<file path="src/rtl/crypt_pkg.sv">
// Shared constants, tap table and enumerations for the LFSR message crypt engine.
package crypt_pkg;

  localparam logic [7:0] SPACE = 8'h20;

  // Maximal-length 7-bit tap masks, indexed by pattern number.
  localparam logic [6:0] LFSR7_PTRN [9] = '{
    7'h60, 7'h48, 7'h78, 7'h72, 7'h6A, 7'h69, 7'h5C, 7'h7E, 7'h7B
  };

  typedef enum logic {
    MODE_ENC = 1'b0,
    MODE_DEC = 1'b1
  } crypt_mode_e;

  typedef enum logic [2:0] {
    ST_IDLE,
    ST_ARMED,
    ST_RD,
    ST_WR,
    ST_PAD,
    ST_DONE
  } crypt_state_e;

endpackage

</file>
<file path="src/rtl/lfsr_step.sv">
// Combinational LFSR next-state (shift left, XOR-of-taps feedback) and 7-bit parity helper.
module lfsr_step #(
  parameter int LFSR_W = 7
) (
  input  logic [LFSR_W-1:0] state,
  input  logic [LFSR_W-1:0] taps,
  input  logic [6:0]        par_data,
  output logic [LFSR_W-1:0] next_state,
  output logic              parity
);

  always_comb begin
    next_state = {state[LFSR_W-2:0], ^(state & taps)};
    parity     = ^par_data;
  end

endmodule

</file>
<file path="src/rtl/lfsr_crypt_engine.sv">
// Memory-mastering LFSR stream cipher: encrypts (with space padding and parity) or
// decrypts (with parity-error counting) a fixed-length block, using an init/req/ack handshake.
module lfsr_crypt_engine
  import crypt_pkg::*;
#(
  parameter int LFSR_W   = 7,
  parameter int MSG_LEN  = 64,
  parameter int ADDR_W   = 8,
  parameter int SRC_BASE = 0,
  parameter int DST_BASE = 64
) (
  input  logic              clk,
  input  logic              init,
  input  logic              req,
  input  logic              mode,
  input  logic [7:0]        pre_len,
  input  logic [LFSR_W-1:0] taps,
  input  logic [LFSR_W-1:0] seed,
  output logic [ADDR_W-1:0] mem_addr,
  output logic              mem_rd,
  input  logic [7:0]        mem_rdata,
  output logic              mem_wr,
  output logic [7:0]        mem_wdata,
  output logic              ack,
  output logic [6:0]        err_cnt
);

  // Wide enough for MSG_LEN itself and for any unclamped 8-bit pre_len.
  localparam int IDX_W = ($clog2(MSG_LEN + 1) > 8) ? $clog2(MSG_LEN + 1) : 8;
  localparam logic [IDX_W-1:0] LAST_IDX = IDX_W'(MSG_LEN - 1);

  crypt_state_e      state, state_nx, byte_nx;
  crypt_mode_e       mode_q;
  logic [IDX_W-1:0]  idx, idx_inc, pre_q, pre_clamp;
  logic [LFSR_W-1:0] lfsr, lfsr_nx, taps_q;
  logic              term_q, term_nx, rd_term;
  logic [6:0]        err_q;
  logic              launch, last_byte, par;
  logic [6:0]        key, plain7, enc7, dec7, par_data;

  lfsr_step #(
    .LFSR_W(LFSR_W)
  ) u_step (
    .state     (lfsr),
    .taps      (taps_q),
    .par_data  (par_data),
    .next_state(lfsr_nx),
    .parity    (par)
  );

  always_comb begin
    pre_clamp = (int'(pre_len) >= MSG_LEN) ? IDX_W'(MSG_LEN) : IDX_W'(pre_len);
    launch    = (state == ST_ARMED) && !req;
    idx_inc   = idx + IDX_W'(1);
    last_byte = (idx == LAST_IDX);
    rd_term   = (state == ST_WR) && (mode_q == MODE_ENC) && (mem_rdata == 8'h00);
    term_nx   = term_q | rd_term;
    key       = 7'(lfsr);
    plain7    = ((state == ST_PAD) || rd_term) ? SPACE[6:0] : mem_rdata[6:0];
    enc7      = plain7 ^ key;
    dec7      = mem_rdata[6:0] ^ key;
    par_data  = (mode_q == MODE_DEC) ? mem_rdata[6:0] : enc7;
  end

  always_ff @(posedge clk) begin
    if (init) begin
      state <= ST_IDLE;
    end else begin
      state <= state_nx;
    end
  end

  always_comb begin
    state_nx = state;
    byte_nx  = ST_RD;
    if ((mode_q == MODE_ENC) && (term_nx || (idx_inc < pre_q))) begin
      byte_nx = ST_PAD;
    end
    case (state)
      ST_IDLE:  if (req) state_nx = ST_ARMED;
      ST_ARMED: begin
        if (!req) begin
          state_nx = ((mode == MODE_DEC) || (pre_clamp == '0)) ? ST_RD : ST_PAD;
        end
      end
      ST_RD:    state_nx = ST_WR;
      ST_WR,
      ST_PAD:   state_nx = last_byte ? ST_DONE : byte_nx;
      ST_DONE:  if (req) state_nx = ST_ARMED;
      default:  state_nx = ST_IDLE;
    endcase
  end

  always_ff @(posedge clk) begin
    if (init) begin
      idx    <= '0;
      pre_q  <= '0;
      mode_q <= MODE_ENC;
      lfsr   <= '0;
      taps_q <= '0;
      term_q <= 1'b0;
      err_q  <= '0;
    end else if (launch) begin
      idx    <= '0;
      pre_q  <= (mode == MODE_DEC) ? '0 : pre_clamp;
      mode_q <= crypt_mode_e'(mode);
      lfsr   <= (seed == '0) ? LFSR_W'(1) : seed;
      taps_q <= taps;
      term_q <= 1'b0;
      err_q  <= '0;
    end else if ((state == ST_WR) || (state == ST_PAD)) begin
      idx    <= idx_inc;
      lfsr   <= lfsr_nx;
      term_q <= term_nx;
      if ((state == ST_WR) && (mode_q == MODE_DEC) && (mem_rdata[7] != par) &&
          (err_q != '1)) begin
        err_q <= err_q + 7'd1;
      end
    end
  end

  // Source reads lag the output index by the pad count (zero in decrypt mode).
  always_comb begin
    mem_rd    = 1'b0;
    mem_wr    = 1'b0;
    mem_addr  = '0;
    mem_wdata = '0;
    ack       = 1'b0;
    case (state)
      ST_RD: begin
        mem_rd   = 1'b1;
        mem_addr = ADDR_W'(SRC_BASE) + ADDR_W'(idx - pre_q);
      end
      ST_WR,
      ST_PAD: begin
        mem_wr    = 1'b1;
        mem_addr  = ADDR_W'(DST_BASE) + ADDR_W'(idx);
        mem_wdata = (mode_q == MODE_DEC) ? {1'b0, dec7} : {par, enc7};
      end
      ST_DONE: ack = 1'b1;
      default: ;
    endcase
    err_cnt = err_q;
  end

endmodule

</file>
<file path="config.mk">
export PLATFORM = sky130hd
export DESIGN_NAME = lfsr_crypt_engine
export DESIGN_NICKNAME = d
export VERILOG_FILES = /design/src/rtl/crypt_pkg.sv /design/src/rtl/lfsr_step.sv /design/src/rtl/lfsr_crypt_engine.sv
export SDC_FILE = /design/constraint.sdc
export NUM_CORES = 1
export LEC_CHECK = 0
export CAP_MARGIN = 0
export CORE_MARGIN = 2
export CORE_UTILIZATION = 47
export CTS_CLUSTER_DIAMETER = 30
export DETAILED_ROUTE_END_ITERATION = 10
export PLACE_DENSITY = 0.79
export SYNTH_ARGS = -nofsm -noshare
export SYNTH_HDL_FRONTEND = slang
export SYNTH_HIERARCHICAL = 1
export SYNTH_SLANG_ARGS = --single-unit
</file>
<file path="constraint.sdc">
create_clock -name clk -period 3.4 [get_ports clk]
set_input_delay 1.02 -clock clk [delete_from_list [all_inputs] [get_ports clk]]
set_output_delay 1.02 -clock clk [all_outputs]
set_load 0.03 [all_outputs]
</file>
After elaboration in Yosys (flattened, before gate mapping). Cells that the tools add are included.

Input port bits: 34. Bits in registers: 42. Logic and storage cells: 72. Output and inout bits: 26.

$lt $le $gt $ge: 2. Bitwise logic cells: 5. Add/sub/neg operators: 4. Mux-type cells: 19. Reductions and logical operators: 24. Equality and inequality tests: 10.

Operator list (count): 2-to-1 mux 7 bit (5); 2-to-1 mux 8 bit (4); zero test 8 bit (2); one-hot mux 8 bit (2 select lines) (1); 2-to-1 mux 3 bit (5); parity 7 bit (2); XOR 7 bit (2); one-hot mux 3 bit (4 select lines) (1); adder 7 x 8 -> 8 bit, first input constant (1); adder 8 x 1 -> 8 bit, second input constant (1); == test 8 x 6 -> 1 bit, second input constant (1); greater-or-equal comparator 8 x 7 -> 1 bit, second input constant (1); < comparator 8 bit (1); subtractor 8 bit (1); adder 7 x 1 -> 7 bit, second input constant (1); bitwise AND 7 bit (1); logical AND 1 bit (7); zero test 7 bit (1); inequality test 7 bit, second input constant (1); == test 3 x 2 -> 1 bit, second input constant (2); == test 3 bit, second input constant (2); OR reduction 2 bit (3); logical OR 1 bit (4); AND reduction 2 bit (2); 10 further kinds (12).

Logic depth before layout (Yosys ltp).
Depth in word-level cells: 12. Gate-level depth with buffers: 15. Mapped depth without buffers: 12.

By module. Netlist, hierarchy kept.

Modules (own cells, without submodules): lfsr_crypt_engine (seq. area each 840.8 sq um, area an instance 2726.4 sq um, cells an instance 348, times used 1); lfsr_step (seq. area each 0.0 sq um, area an instance 186.4 sq um, cells an instance 23, times used 1).

Worst setup path after synthesis. No wires, ideal clock.

Kind: input port to output port. Start point: input port mem_rdata[0]. End point: output port mem_wdata[7]. Path buffers: 0. Stages: 8. Data required time: 2380 ps. Arrival: 2698 ps. Setup slack: -318 ps. Cell sequence: nor4_1 and4_1 nor3_1 a211o_1 xnor2_1 xnor2_1 xnor2_1 and3_1.

Longest elaborated chain between the ends: 9.

RTL lines: start, declared (RTL line lfsr_crypt_engine.sv:21) `input logic [7:0] mem_rdata,`; zero test 8 bit (RTL line lfsr_crypt_engine.sv:56) `rd_term = (state == ST_WR) && (mode_q == MODE_ENC) && (mem_rdata == 8'h00);`; logical AND 1 bit (RTL line lfsr_crypt_engine.sv:56); logical OR 1 bit (RTL line lfsr_crypt_engine.sv:59) `plain7 = ((state == ST_PAD) || rd_term) ? SPACE[6:0] : mem_rdata[6:0];`; 2-to-1 mux 7 bit (RTL line lfsr_crypt_engine.sv:59); XOR 7 bit (RTL line lfsr_crypt_engine.sv:60) `enc7 = plain7 ^ key;`; 2-to-1 mux 7 bit (RTL line lfsr_crypt_engine.sv:62) `par_data = (mode_q == MODE_DEC) ? mem_rdata[6:0] : enc7;`; via par_data[5] (RTL line lfsr_crypt_engine.sv:39) `logic [6:0] key, plain7, enc7, dec7, par_data;`; parity 7 bit (RTL line lfsr_step.sv:14) `parity = ^par_data;`; via par (RTL line lfsr_crypt_engine.sv:38) `logic launch, last_byte, par;`; 2-to-1 mux 8 bit (RTL line lfsr_crypt_engine.sv:138) `mem_wdata = (mode_q == MODE_DEC) ? {1'b0, dec7} : {par, enc7};`; 2-to-1 mux 8 bit (RTL line lfsr_crypt_engine.sv:129) `case (state)`; end, declared (RTL line lfsr_crypt_engine.sv:23) `output logic [7:0] mem_wdata,`.

The timed path passes the listed nets, and every way through them passes these cells.

Worst setup path after layout. Ends and elaborated chain as after synthesis.

==> impl_metrics.csv <==
group,metric,value,unit
outcome,status,"finished, violations left",
outcome,violations,"setup timing",
critical_path,cp_cell_sequence,"buf_8, nor4_4, and4_1, nor3_2, a211o_1, xnor2_2, xnor2_1, xnor2_1, and3_4, buf_6",
clock_tree,clk_path_buf_depth,2,
final_layout,nFillCells,509,
yosys,ys_seq_area_share,28.87,%
timing,final-max-slew-violation-count,0,
timing,fmax,0.2549,GHz
timing,fin_crit_sh,115.4,%
route,wl_per_cell,13.69,um
critical_path,criticalPathCategory,"primary input to primary output",
yosys,synth_top_area_share,28.87,%
yosys,yosysWarnings,6,
yosys,synth.most_common_cell,"nor2_1",
yosys,ys.flop_type,"dfxtp_1",
place,dp_cells,514,
critical_path,crit_arrival,2900,ps
final_layout,final_cells,527,
die,num_rows,28,
pwr,leakage,1.597,nW
pwr,power_density,287.0,nW/um2
route,vias,2865,
global_routing,grt_util_all_layers,21.18,%
timing,max_slew.worst_pin.slew,518.1,ps
pwr,power_frac_comb,21.8,%
clock_tree,cts_sinks,42,
critical_path,worstPathMaxFanout,2,
yosys,syn_inst,371,
clock_tree,numCtsBuffers,5,
global_routing,antenna_found_initial,0,
timing,finClkSkew,5.608,ps
yosys,synthMuxAreaShare,0.3436,%
yosys,ys_ff_latch,42,
yosys,ys_top_cells_by_area,"dfxtp_1, ha_1, nor2_1",
yosys,synth_xor_area_share,12.67,%
timing,final.min_clock_period,3923,ps
timing,hold_violations,0,
final_layout,area.growth.synth_to_final,32.47,%
global_routing,grt_pass1_vias,2485,
clock_tree,clk_latency,300,ps
yosys,synthSimpleGateAreaFrac,26.25,%
place,place_hpwl,5.405,mm
critical_path,path_common_cell,"xnor2_1",
yosys,synth_top_family_by_area,"simple AND/OR/NAND/NOR gates",
yosys,ys_async_sr_fraction,0,%
clock_tree,hold_buffers,0,
pwr,seqPwrFrac,47.4,%
timing,slew_headroom,65.22,%
yosys,synth-edff-count,0,
global_routing,gr-total-overflow,0,
yosys,synth-compound-area-share,17.48,%
die,core-area,5956,um2
pwr,clockPowerShare,30.8,%
timing,setup_ws,-523.0,ps
die,die-height,82.73,um
critical_path,crit_path_max_incr_delay,320,ps
yosys,yosysUniqueCellTypes,56,
die,die_area,6843,um2
run,max_cap_viol_count,0,
yosys,synth_common_cells,"nor2_1, nand2_1, dfxtp_1",
pwr,power.internal,0.7948,mW
pwr,p_sw,0.3126,mW
worst_hold_path,hold_class,"flop to flop",
critical_path,cp.required,2380,ps
final_layout,drive_gt1_share,18.58,%
route,drtPass1Iterations,4,
clock_tree,ctsHtreeMaxLevel,2,
yosys,synth_area_per_cell,7.851,um2
timing,setup_viol,1,
route,wirelength,7.213,mm
global_routing,grt_max_degree,23,
clock_tree,cts_tree,"yes",
route,avgViaCountPerCell,5.436,
timing,rsz0062_at_grt,"yes",
yosys,synth-adder-area-share,8.419,%
route,antenna_left,0,
place,place.gp.congestion,0.8762,
pwr,peakVddDrop,0.0001510,V
yosys,synth_fp_nets,424,
final_layout,fin_nets,504,
yosys,syn_area,2913,um2
critical_path,critPathLaunchType,"primary input",
global_routing,grt_pass1_wl,11.21,mm
die,die_x,82.73,um
pwr,sw_frac_of_total,28.23,%
die,ios,60,
final_layout,insertedDiodeCount,0,
route,drtIter0Drc,133,
critical_path,cp_slowest_cell,"a211o_1",
die,start_util,48.91,%
clock_tree,cts-root-buf,"clkbuf_8",
clock_tree,clk_pin_slew,80,ps
place,port_buffers,59,
pwr,total_power,1.107,mW
yosys,synth_top_area_cell,"dfxtp_1",
route,drcViolationCount,0,
critical_path,end_kind,"primary output",
## area by class of cell
class                   count  area, um2  share of cell area, %
well taps                  75      93.84                  2.432
clock inverters             2      12.51                 0.3243
inverters                  15      56.30                  1.459
repair buffers             92      799.5                  20.72
flip-flops and latches     42      842.1                  21.82
multi-input cells         295       1972                  51.10
clock buffers               6      82.58                  2.140
## kinds of logic after synthesis
kind of cell | Yosys count
simple gates | 162
compound gates | 74
flops | 42
xor+xnor | 39
buf+inv | 34
fa+ha+maj | 19
mux | 1
## metrics by stage
step                setup TNS (ps)  setup WS (ps)  area [um2]  hold WS (ps)  util [%]
CTS                         -426.4         -426.4        3834         464.0     64.37
floorplan                   -186.2         -186.2        2933         436.6         -
detailed placement           -4158         -812.3        3685         451.2     61.87
finish                      -523.0         -523.0        3859         459.8     64.79
global placement             -3807         -765.6        3685         445.8     61.87
global route                -609.8         -609.8        3859         482.4     64.79
## final timing paths
check / startpoint / to / slack, ps / cells after the start
worst min-delay path: taps_q[2]$_SDFFE_PP0P_ / taps_q[2]$_SDFFE_PP0P_ / 460 / 2
worst max register to register: mode_q$_SDFFE_PP0P_ / err_cnt[5]$_SDFFE_PP0P_ / 390 / 13
worst min register to register: taps_q[2]$_SDFFE_PP0P_ / taps_q[2]$_SDFFE_PP0P_ / 460 / 2
worst max-delay path: mem_rdata[0] / mem_wdata[7] / -520 / 10
## metal layers
| layer | share of wire (%) | global-route usage (%) |
|---|---|---|
| met5 | 0 | 0 |
| met4 | 1.5 | 6.066 |
| met3 | 4.9 | 4.239 |
| met2 | 46 | 33.15 |
| met1 | 47 | 29.53 |
## power by group through the flow
stage | logic [mW] | clock network (mW) | registers, mW
4_1_cts | 0.246 | 0.350 | 0.524
3_5_place_dp | 0.230 | 0 | 0.536
2_1_floorplan | 0.138 | 0 | 0.531
5_1_grt | 0.262 | 0.373 | 0.528
3_3_place_gp | 0.227 | 0 | 0.535
6_report | 0.241 | 0.341 | 0.525
## state kept, by name (all words and copies together) (netlist names)
name / flops
mode_q: 1
pre_q: 8
term_q: 1
key: 7
taps_q: 7
idx: 8
err_cnt: 7
state: 3
## worst max-delay path: cells and delay by family
kind,cells,cell delay (ps)
buf+inv,2,220
compound gates,1,320
xor+xnor,3,530
simple gates,4,820
## placed cells by master (no fill, tap or decap), drive strengths merged, types with 5 or more instances in the layout
cell	n
and3	6
nand3	6
a21oi	21
clkbuf	7
o21ai	13
xnor2	18
nor4	9
inv	14
buf	49
ha	18
o21a	5
clkdlybuf4s50	37
xor2	19
nand2	51
nor3	10
dfxtp	42
a211oi	6
a311oi	7
nor2	62
## what timing repair did
| item | in CTS | in global routing |
|---|---|---|
| setup buffers | 4 | 2 |
| pin swaps | 11 | 8 |
| setup endpoints to repair | 13 | 12 |
| resized for setup | 43 | 14 |
(Power assumes the default switching activity.)
